--- src/rtl/bcd_pkg.sv ---
// ---------------------------------------------------------------------------
// bcd_pkg
// Shared types and helpers for the digit-serial packed-BCD multiplier.
//   state_e        : controller states (IDLE, BUSY, DONE)
//   digit_t        : one packed-BCD digit (4 bits)
//   BCD_MAX_DIGIT  : largest legal BCD nibble value
//   bcd_digit_add  : one-digit BCD add with carry in/out -> {cout, digit}
//   digit_mul      : one-digit x one-digit product split into {hi, lo} digits
// ---------------------------------------------------------------------------
package bcd_pkg;

   typedef enum logic [1:0] {
      IDLE,
      BUSY,
      DONE
   } state_e;

   typedef logic [3:0] digit_t;

   localparam digit_t BCD_MAX_DIGIT = 4'd9;

   // Result is {carry_out, sum_digit}. Non-BCD inputs give a don't-care result.
   function automatic logic [4:0] bcd_digit_add(input digit_t x, input digit_t y,
                                                input logic cin);
      logic [4:0] t;
      logic [4:0] adj;
      t   = {1'b0, x} + {1'b0, y} + {4'b0000, cin};
      adj = t + 5'd6;
      if (t > 5'd9) begin
         return {1'b1, adj[3:0]};
      end else begin
         return {1'b0, t[3:0]};
      end
   endfunction

   // Lookup product of two digits, returned as {tens, units}.
   function automatic logic [7:0] digit_mul(input digit_t x, input digit_t y);
      logic [7:0] pr;
      logic [7:0] q;
      logic [7:0] r;
      pr = {4'h0, x} * {4'h0, y};
      q  = pr / 8'd10;
      r  = pr % 8'd10;
      return {q[3:0], r[3:0]};
   endfunction

endpackage

--- src/rtl/bcd_row_mul.sv ---
// ---------------------------------------------------------------------------
// bcd_row_mul
// Combinational N-digit x 1-digit packed-BCD multiplier.
//   a_i   [N*4-1:0]     multiplicand, digit 0 in bits [3:0]
//   d_i   [3:0]         multiplier digit
//   row_o [(N+1)*4-1:0] product, N+1 digits
// ---------------------------------------------------------------------------
module bcd_row_mul
   import bcd_pkg::*;
#(
   parameter int unsigned N = 16
) (
   input  logic [N*4-1:0]     a_i,
   input  digit_t             d_i,
   output logic [(N+1)*4-1:0] row_o
);

   // Units digit of a_i[i]*d stays at position i, tens digit moves to i+1.
   logic [N:0][3:0] lo_w;
   logic [N:0][3:0] hi_w;

   always_comb begin : lut
      logic [7:0] pp;
      lo_w = '0;
      hi_w = '0;
      pp   = '0;
      for (int unsigned i = 0; i < N; i++) begin
         pp          = digit_mul(a_i[i*4 +: 4], d_i);
         lo_w[i]     = pp[3:0];
         hi_w[i + 1] = pp[7:4];
      end
   end

   // Each position sums at most 9 + 8 + 1, so a single-digit carry ripples;
   // the top position cannot carry out for legal digits.
   always_comb begin : ripple
      logic       c;
      logic [4:0] s;
      c     = 1'b0;
      s     = '0;
      row_o = '0;
      for (int unsigned i = 0; i <= N; i++) begin
         s                = bcd_digit_add(lo_w[i], hi_w[i], c);
         row_o[i*4 +: 4]  = s[3:0];
         c                = s[4];
      end
   end

endmodule

--- src/rtl/bcd_mul_seq.sv ---
// ---------------------------------------------------------------------------
// bcd_mul_seq
// Digit-serial N-digit packed-BCD multiplier: one multiplier digit per cycle,
// 2N-digit product after N steps.
//   clk, rst       clock, synchronous active-high reset
//   in_valid/in_ready    operand handshake (ready only in IDLE)
//   a, b [N*4-1:0]       packed-BCD operands
//   out_valid/out_ready  product handshake (valid held until accepted)
//   p [2N*4-1:0]         packed-BCD product, zero unless out_valid and !inv
//   inv                  some operand nibble exceeded 9 (qualified by out_valid)
// ---------------------------------------------------------------------------
module bcd_mul_seq
   import bcd_pkg::*;
#(
   parameter int unsigned N = 16
) (
   input  logic               clk,
   input  logic               rst,
   input  logic               in_valid,
   output logic               in_ready,
   input  logic [N*4-1:0]     a,
   input  logic [N*4-1:0]     b,
   output logic               out_valid,
   input  logic               out_ready,
   output logic [2*N*4-1:0]   p,
   output logic               inv
);

   localparam int unsigned CW = (N > 1) ? $clog2(N) : 1;

   state_e               state_q;
   logic [N*4-1:0]       areg_q;
   logic [N*4-1:0]       breg_q;
   logic [2*N*4-1:0]     acc_q;
   logic [2*N*4-1:0]     acc_d;
   logic [CW-1:0]        cnt_q;
   logic                 inv_q;
   logic [(N+1)*4-1:0]   row_w;
   logic [(N+1)*4-1:0]   upper_w;
   logic [(N+1)*4-1:0]   sum_w;
   logic                 in_bad_w;

   bcd_row_mul #(.N(N)) u_row (
      .a_i   (areg_q),
      .d_i   (breg_q[3:0]),
      .row_o (row_w)
   );

   // Upper half of the accumulator plus the new row. Partial products stay
   // below 10^(N+1), so the final carry is always zero and is dropped.
   always_comb begin : acc_add
      logic       c;
      logic [4:0] s;
      c       = 1'b0;
      s       = '0;
      sum_w   = '0;
      upper_w = {4'h0, acc_q[2*N*4-1 : N*4]};
      for (int unsigned i = 0; i <= N; i++) begin
         s                = bcd_digit_add(upper_w[i*4 +: 4], row_w[i*4 +: 4], c);
         sum_w[i*4 +: 4]  = s[3:0];
         c                = s[4];
      end
      // Shift right one digit: old digit 0 is always zero here and is dropped.
      acc_d = {sum_w, acc_q[N*4-1 : 4]};
   end

   always_comb begin : nibble_check
      in_bad_w = 1'b0;
      for (int unsigned i = 0; i < N; i++) begin
         if ((a[i*4 +: 4] > BCD_MAX_DIGIT) || (b[i*4 +: 4] > BCD_MAX_DIGIT)) begin
            in_bad_w = 1'b1;
         end
      end
   end

   always_ff @(posedge clk) begin
      if (rst) begin
         state_q <= IDLE;
         areg_q  <= '0;
         breg_q  <= '0;
         acc_q   <= '0;
         cnt_q   <= '0;
         inv_q   <= 1'b0;
      end else begin
         case (state_q)
            IDLE: begin
               if (in_valid) begin
                  areg_q  <= a;
                  breg_q  <= b;
                  acc_q   <= '0;
                  cnt_q   <= '0;
                  inv_q   <= in_bad_w;
                  state_q <= BUSY;
               end
            end
            BUSY: begin
               acc_q  <= acc_d;
               breg_q <= {4'h0, breg_q[N*4-1 : 4]};
               if (cnt_q == CW'(N - 1)) begin
                  cnt_q   <= '0;
                  state_q <= DONE;
               end else begin
                  cnt_q <= cnt_q + 1'b1;
               end
            end
            DONE: begin
               if (out_ready) begin
                  state_q <= IDLE;
               end
            end
            default: state_q <= IDLE;
         endcase
      end
   end

   assign in_ready  = (state_q == IDLE);
   assign out_valid = (state_q == DONE);
   assign p         = (out_valid && !inv_q) ? acc_q : '0;
   assign inv       = out_valid & inv_q;

endmodule

--- config.mk ---
export PLATFORM = sky130hd
export DESIGN_NAME = bcd_mul_seq
export DESIGN_NICKNAME = d
export VERILOG_FILES = /design/src/rtl/bcd_pkg.sv /design/src/rtl/bcd_row_mul.sv /design/src/rtl/bcd_mul_seq.sv
export SDC_FILE = /design/constraint.sdc
export NUM_CORES = 2
export LEC_CHECK = 0
export CORE_ASPECT_RATIO = 0.75
export CORE_MARGIN = 2
export CORE_UTILIZATION = 35
export CTS_BUF_LIST = sky130_fd_sc_hd__clkbuf_16
export DETAILED_ROUTE_END_ITERATION = 10
export PLACE_DENSITY = 0.59
export SLEW_MARGIN = 20
export SYNTH_ARGS = -nofsm -noshare
export SYNTH_HDL_FRONTEND = slang
export SYNTH_HIERARCHICAL = 1
export SYNTH_SLANG_ARGS = --single-unit
--- constraint.sdc ---
create_clock -name clk -period 36.8 [get_ports clk]
set_clock_uncertainty 0.15 [all_clocks]
set_input_delay 7.36 -clock clk [delete_from_list [all_inputs] [get_ports clk]]
set_output_delay 7.36 -clock clk [all_outputs]
set_load 0.02 [all_outputs]
-- Word level (Yosys, flattened, before mapping)
Cells that the tools add are included.
- add/sub/neg operators: 98
- multipliers: 16
- equal/unequal tests: 6
- div/mod/pow operators: 32
- reductions and logical operators: 23
- magnitude comparators: 66
- multiplexer cells: 62
- bitwise gates (word level): 1
- operator list (kind ; count):
    two-way mux 128 bit ; 2
    case mux 128 bit (2 select lines) ; 1
    > comparator 5 x 4 -> 1 bit (second input constant) ; 33
    two-way mux 5 bit ; 32
    adder 4 x 4 -> 5 bit ; 31
    adder 5 x 1 -> 5 bit ; 30
    adder 4 x 3 -> 4 bit (second input constant) ; 34
    > comparator 4 bit (second input constant) ; 33
    divider 8 x 4 -> 8 bit (second input constant) ; 16
    modulo 8 x 4 -> 8 bit (second input constant) ; 16
    multiplier 4 x 4 -> 8 bit ; 16
    case mux 64 bit (2 select lines) ; 1
    two-way mux 64 bit ; 1
    logical OR 1 bit ; 16
    two-way mux 1 bit ; 16
    two-way mux 4 bit ; 4
    adder 4 x 1 -> 5 bit ; 2
    case mux 4 bit (2 select lines) ; 1
    two-way mux 2 bit ; 3
    case mux 2 bit (3 select lines) ; 1
    adder 4 x 1 -> 4 bit (second input constant) ; 1
    equality test 4 bit (second input constant) ; 1
    inequality test 2 bit (second input constant) ; 2
    AND reduction 2 bit ; 2
    9 further kinds ; 9
- input port bits: 132
- output and inout bits: 131
- bits in registers: 263
- logic and storage cells: 310

-- Depth between registers and ports, before layout
- depth after elaboration: 57
- depth in mapped cells: 148
- mapped depth without buffers: 145

-- Modules after synthesis
Netlist, hierarchy kept.
- by module, submodules not included (module ; cells an instance ; instances ; seq. area each (um2) ; area an instance (um2)):
    bcd_row_mul ; 2861 ; 1 ; 0.0 ; 20628.5
    bcd_mul_seq ; 1868 ; 1 ; 5265.0 ; 14465.1

-- Least setup slack after synthesis
OpenSTA, ideal clock, no wires.
- path kind: reg-to-reg
- from: register breg_q[3]
- to: register acc_q[127]
- period minus slack after synthesis: 34471 ps
- data required time: 36555 ps
- cell stages (with the launch flop): 129
- arrival time: 34225 ps
- path slack: 2329 ps
- path buffers: 2
- setup time: 95 ps
- cell sequence: dfxtp_1 clkbuf_1 clkbuf_1 nand2_1 fa_1 fa_1 fa_1 nand2b_1 o2bb2ai_1 xnor2_1 inv_2 ha_1 or3_1 o211ai_1 a221oi_1 or2_2 o22ai_1 a221o_1 [... 93 more ...] inv_1 xnor2_1 ha_1 inv_1 o211ai_1 a31o_2 nor3b_1 a211oi_2 xnor2_1 ha_1 xor2_1 inv_1 ha_1 inv_1 o22ai_1 a21oi_1 or2_2 a221oi_1
- elaborated cells on any way between the ends: 198
- classes of those cells: add/sub (81); mul (16); div (32); order compare (34); mux (35)
- RTL lines (what ; RTL line ; source):
    start, declared ; bcd_mul_seq.sv:33 ; logic [N*4-1:0] breg_q;
    start signal, assigned ; bcd_mul_seq.sv:98 ; breg_q <= {4'h0, breg_q[N*4-1 : 4]};
    multiplier 4 x 4 -> 8 bit ; bcd_pkg.sv:41 ; pr = {4'h0, x} * {4'h0, y};
    modulo 8 x 4 -> 8 bit ; bcd_pkg.sv:43 ; r = pr % 8'd10;
    > comparator 4 bit ; bcd_pkg.sv:29 ; if (t > 5'd9) begin
    two-way mux 5 bit ; bcd_pkg.sv:29 ;
    adder 5 x 1 -> 5 bit ; bcd_pkg.sv:27 ; t = {1'b0, x} + {1'b0, y} + {4'b0000, cin};
    > comparator 5 x 4 -> 1 bit ; bcd_pkg.sv:29 ;
    two-way mux 5 bit ; bcd_pkg.sv:29 ;
    adder 5 x 1 -> 5 bit ; bcd_pkg.sv:27 ;
    [... 41 more ...] ; -- ;
    adder 4 x 1 -> 5 bit * ; bcd_pkg.sv:27 ;
    adder 4 x 3 -> 4 bit or > comparator 5 x 4 -> 1 bit (tied branches) ; bcd_pkg.sv:28, bcd_pkg.sv:29 ;
    two-way mux 4 bit * ; bcd_pkg.sv:29 ;
    named net row_w[65] ; bcd_mul_seq.sv:38 ; logic [(N+1)*4-1:0] row_w;
    adder 4 x 1 -> 5 bit * ; bcd_pkg.sv:27 ;
    adder 4 x 3 -> 4 bit or > comparator 5 x 4 -> 1 bit (tied branches) ; bcd_pkg.sv:28, bcd_pkg.sv:29 ;
    two-way mux 4 bit * ; bcd_pkg.sv:29 ;
    case mux 128 bit (2 select lines) * ; bcd_mul_seq.sv:85 ; case (state_q)
    end signal, assigned ; bcd_mul_seq.sv:81 ; acc_q <= '0;
    end signal, assigned ; bcd_mul_seq.sv:90 ; acc_q <= '0;
    end signal, assigned ; bcd_mul_seq.sv:97 ; acc_q <= acc_d;
    end, declared ; bcd_mul_seq.sv:34 ; logic [2*N*4-1:0] acc_q;
The timed path passes the listed nets; every way through them passes the cells marked *.
A chain may end at the register's enable or synchronous reset.

-- Worst setup path after layout
- from: register breg_q[3]
- to: register acc_q[126]
Same word-level chain as after synthesis.

==> impl_metrics.yaml <==
status:
  outcome: "finished clean"
hold_path:
  hold_path.class: "reg -> reg"
placement:
  dpl_cell_area_um2: 38770
  gp_congestion: 0.8894
  preCtsSetupSlack_ns: -0.8028
  io_buffers: 262
  placedCellCount: 6123
  dp_hpwl_um: 81130
yosys:
  synth_warnings: 6
  synth_nets: 5357
  synth-seq-cells: 263
  synthSimpleGateAreaFrac: 0.2449
  synth_mux_area_frac: 0.02043
  syn_area_per_cell_um2: 7.421
  synth.cell_area_um2: 35090
  synth_top_flop_cell: "dfxtp_1"
  async_flop_share: 0
  synth_area_leader_cell: "dfxtp_1"
  seq_area_frac_synth: 0.1500
  synth-compound-area-share: 0.2679
  synth.area.top_cells: "dfxtp_1 (15%), ha_1 (13%), fa_1 (7.1%), nand2_1 (6.7%), and2_1 (5.3%)"
  synthCells: 4729
  synthAdderAreaFrac: 0.2059
  synth_edf_count: 0
  yosysTopAreaCellShare: 0.1500
  synth_top_family_by_area: "compound AO/OA/AOI/OAI gates"
  synth_cell_types: 115
  synth_xor_area_frac: 0.04606
layout:
  fillers: 10081
  nets: 5491
  area_growth_syn_to_layout_pct: 14.89
  finalInstanceArea_um2: 40320
  drive_gt1_frac: 0.05461
  stdcell_count: 6216
clocking:
  insertion_delay_ns: 0.60
  numClockSinks: 263
  cts_tree: "done"
  h-tree-depth: 2
  cts-buffers-inserted: 37
  clockBufferDepth: 3
  cts_root_buf: "clkbuf_16"
  clk_pin_slew_ns: 0.06
setup_path:
  crit_type: "reg -> reg"
  reg2reg_slack_ns: 1.59
  cpLargestDelayFamily: "adder cells"
  cp.arrival_ns: 35.56
  slowest_stage: "fa_1"
  critical_path.max_fanout: 28
  slowest_delay_ns: 0.61
  required_ns: 37.14
  critical_path_buf_inv_count: 8
  start_kind: "register"
  end_kind: "register"
  crit_top_cell: "fa_1"
sta:
  fin_ws_ns: 1.586
  timing.hold.ws_ns: 0.2990
  max_freq_mhz: 28.40
  maxSlewViolCount: 0
  relSlewSlack: 0.2803
  hold_viol_final: 0
  layout_min_cycle_time_ns: 35.21
  setup_viol: 0
  tightest_slew_ns: 1.080
  min_period_over_period: 0.9569
detailed_routing:
  drtPass1Iterations: 6
  via_per_inst: 5.567
  route.detailed.drc: 0
  wire_per_inst_um: 17.34
  wl_um: 107800
  ant_nets: 0
  vias: 34603
  initialDrtViolationCount: 2710
floorplanning:
  core_area_um2: 99350
  row_count: 100
  io_pins: 263
  die_area_um2: 102800
  die_w_um: 369.6
  die-height_um: 278.2
  start_util: 0.3532
global_route:
  grt.met3_usage: 0.02654
  track_usage: 0.2015
  use_met2: 0.3065
  grt_max_degree: 117
  grt_antenna_before_repair: 3
  grt-ovfl-total: 0
  grt-busiest-layer: "met2"
  use_met1: 0.2997
  grt_pass1_wl_um: 171700
  grt_pass1_vias: 31687
run:
  maxCapViolations: 0
pwr:
  vdd_drop_max_v: 0.00003847
  p_leak_uw: 0.01733
  power.density_nw_per_um2: 51.34
power breakdown:
part	internal, uW	total (uW)	switching (uW)
Sequential	323	366	42.3
Combinational	561	1360	795
Clock	187	349	162
per-stage QoR:
step | power (uW) | setup TNS, ns | utilization
2_1_floorplan | 1381 | 0 | -
3_3_place_gp | 1644 | 0 | 0.3902
3_5_place_dp | 1673 | -2.358 | 0.3902
4_1_cts | 2041 | 0 | 0.4026
5_1_grt | 2280 | -0.1212 | 0.4059
6_report | 2070 | 0 | 0.4059
cell usage after synthesis, types with 46 or more instances:
library cell and n:
o21ai_0 227, ha_1 371, mux2i_1 66, xnor2_1 140, a311oi_1 74, dfxtp_1 263
a21oi_1 339, nor2_1 304, nand3_1 147, and2_1 298, clkbuf_1 163, inv_1 342
a21o_1 95, a211oi_1 56, nor3_1 93, a31oi_1 76, buf_2 46, nand2_1 625
o211ai_1 47, fa_1 125
final cells by class:
| cell class | count | area [um2] | share of cell area |
|---|---|---|---|
| timing repair buffer | 320 | 3085 | 0.07652 |
| sequential | 263 | 5270 | 0.1307 |
| clock buffer | 37 | 925.9 | 0.02296 |
| inverter | 359 | 1350 | 0.03348 |
| antenna | 1 | 2.502 | 0.00006206 |
| tap | 1326 | 1659 | 0.04115 |
| multi-input combinational | 3882 | 27810 | 0.6897 |
| clock inverter | 28 | 217.7 | 0.005400 |
state kept, by name, summed over array words and instances, names as in the netlist:
name     cells
cnt_q        4
areg_q      64
breg_q      64
inv_q        1
state_q      2
acc_q      128
per-layer routing:
layer / wire length (um) / part of all wire / vias to the layer above
met1: 53500 / 0.50 / 16374
met2: 46030 / 0.43 / 939
met5: 7 / 0.000065 / -
li1: - / - / 17190
met3: 6054 / 0.056 / 98
met4: 2169 / 0.020 / 2
layout by cell type, fill, tap and decap left out, types with 20 or more instances in the layout:
| cell | synthesis | layout |
|---|---|---|
| and2_1 | 298 | 298 |
| nor4_1 | 20 | 20 |
| ha_1 | 371 | 370 |
| a221o_1 | 27 | 25 |
| fa_1 | 125 | 125 |
| dfxtp_1 | 263 | 259 |
| and3_1 | 26 | 26 |
| a31oi_1 | 76 | 76 |
| o22ai_1 | 38 | 37 |
| mux2i_1 | 66 | 66 |
| nor2b_1 | 38 | 37 |
| inv_1 | 342 | 345 |
| xnor2_1 | 140 | 123 |
| nor2_1 | 304 | 300 |
| nand2b_1 | 37 | 34 |
| a32oi_1 | 26 | 26 |
| clkdlybuf4s50_1 | 0 | 261 |
| a21oi_1 | 339 | 338 |
| a22o_1 | 26 | 26 |
| or3_1 | 32 | 32 |
| nand4_1 | 27 | 27 |
| o21a_1 | 43 | 43 |
| buf_4 | 4 | 55 |
| xor2_1 | 39 | 38 |
| nand3_1 | 147 | 146 |
| o211ai_1 | 47 | 47 |
| nand2_1 | 625 | 624 |
| a21o_1 | 95 | 95 |
| o21ai_0 | 227 | 225 |
| clkbuf_16 | 0 | 37 |
| o31ai_1 | 24 | 23 |
| a211oi_1 | 56 | 56 |
| a311oi_1 | 74 | 74 |
| nor3_1 | 93 | 93 |
timing repair:
| action | in CTS | in global routing |
|---|---|---|
| pin swaps | 1 | 30 |
| endpoints found under the setup margin | 3 | 6 |
| resized for setup | 10 | 27 |
| setup buffers | 1 | 26 |
| hold buffers | 0 | 0 |
| gates cloned | 0 | 0 |
cell families (layout without fill, tap and decap cells):
logic type               Yosys count  in the layout
AO/OA/AOI/OAI                   1368           1368
buffers and inverters            584            744
flip-flops                       263            263
multiplexers                      70             70
AND/OR/NAND/NOR                 1758           1758
adder cells (fa/ha/maj)          504            504
XOR/XNOR                         182            182
other                              0              1
worst reg2reg max path, delay by kind of cell, from the launching register on:
family,cells,cell delay [ns]
adder cells (fa/ha/maj),54,19.12
buffers and inverters,8,0.97
XOR/XNOR,19,4.07
AO/OA/AOI/OAI,41,9.05
flip-flops,1,0.37
AND/OR/NAND/NOR,15,1.42
path summary, 6_finish.rpt:
| path | from | end | depth (start not counted) |
|---|---|---|---|
| setup / recovery | breg_q[3]$_SDFFE_PP0P_ | acc_q[126]$_SDFFE_PP0P_ | 137 |
| hold / removal | acc_q[46]$_SDFFE_PP0P_ | acc_q[42]$_SDFFE_PP0P_ | 2 |
| setup reg to reg | breg_q[3]$_SDFFE_PP0P_ | acc_q[126]$_SDFFE_PP0P_ | 137 |
| hold reg to reg | acc_q[46]$_SDFFE_PP0P_ | acc_q[42]$_SDFFE_PP0P_ | 2 |
Note: power is estimated with default switching activity, not from simulation.
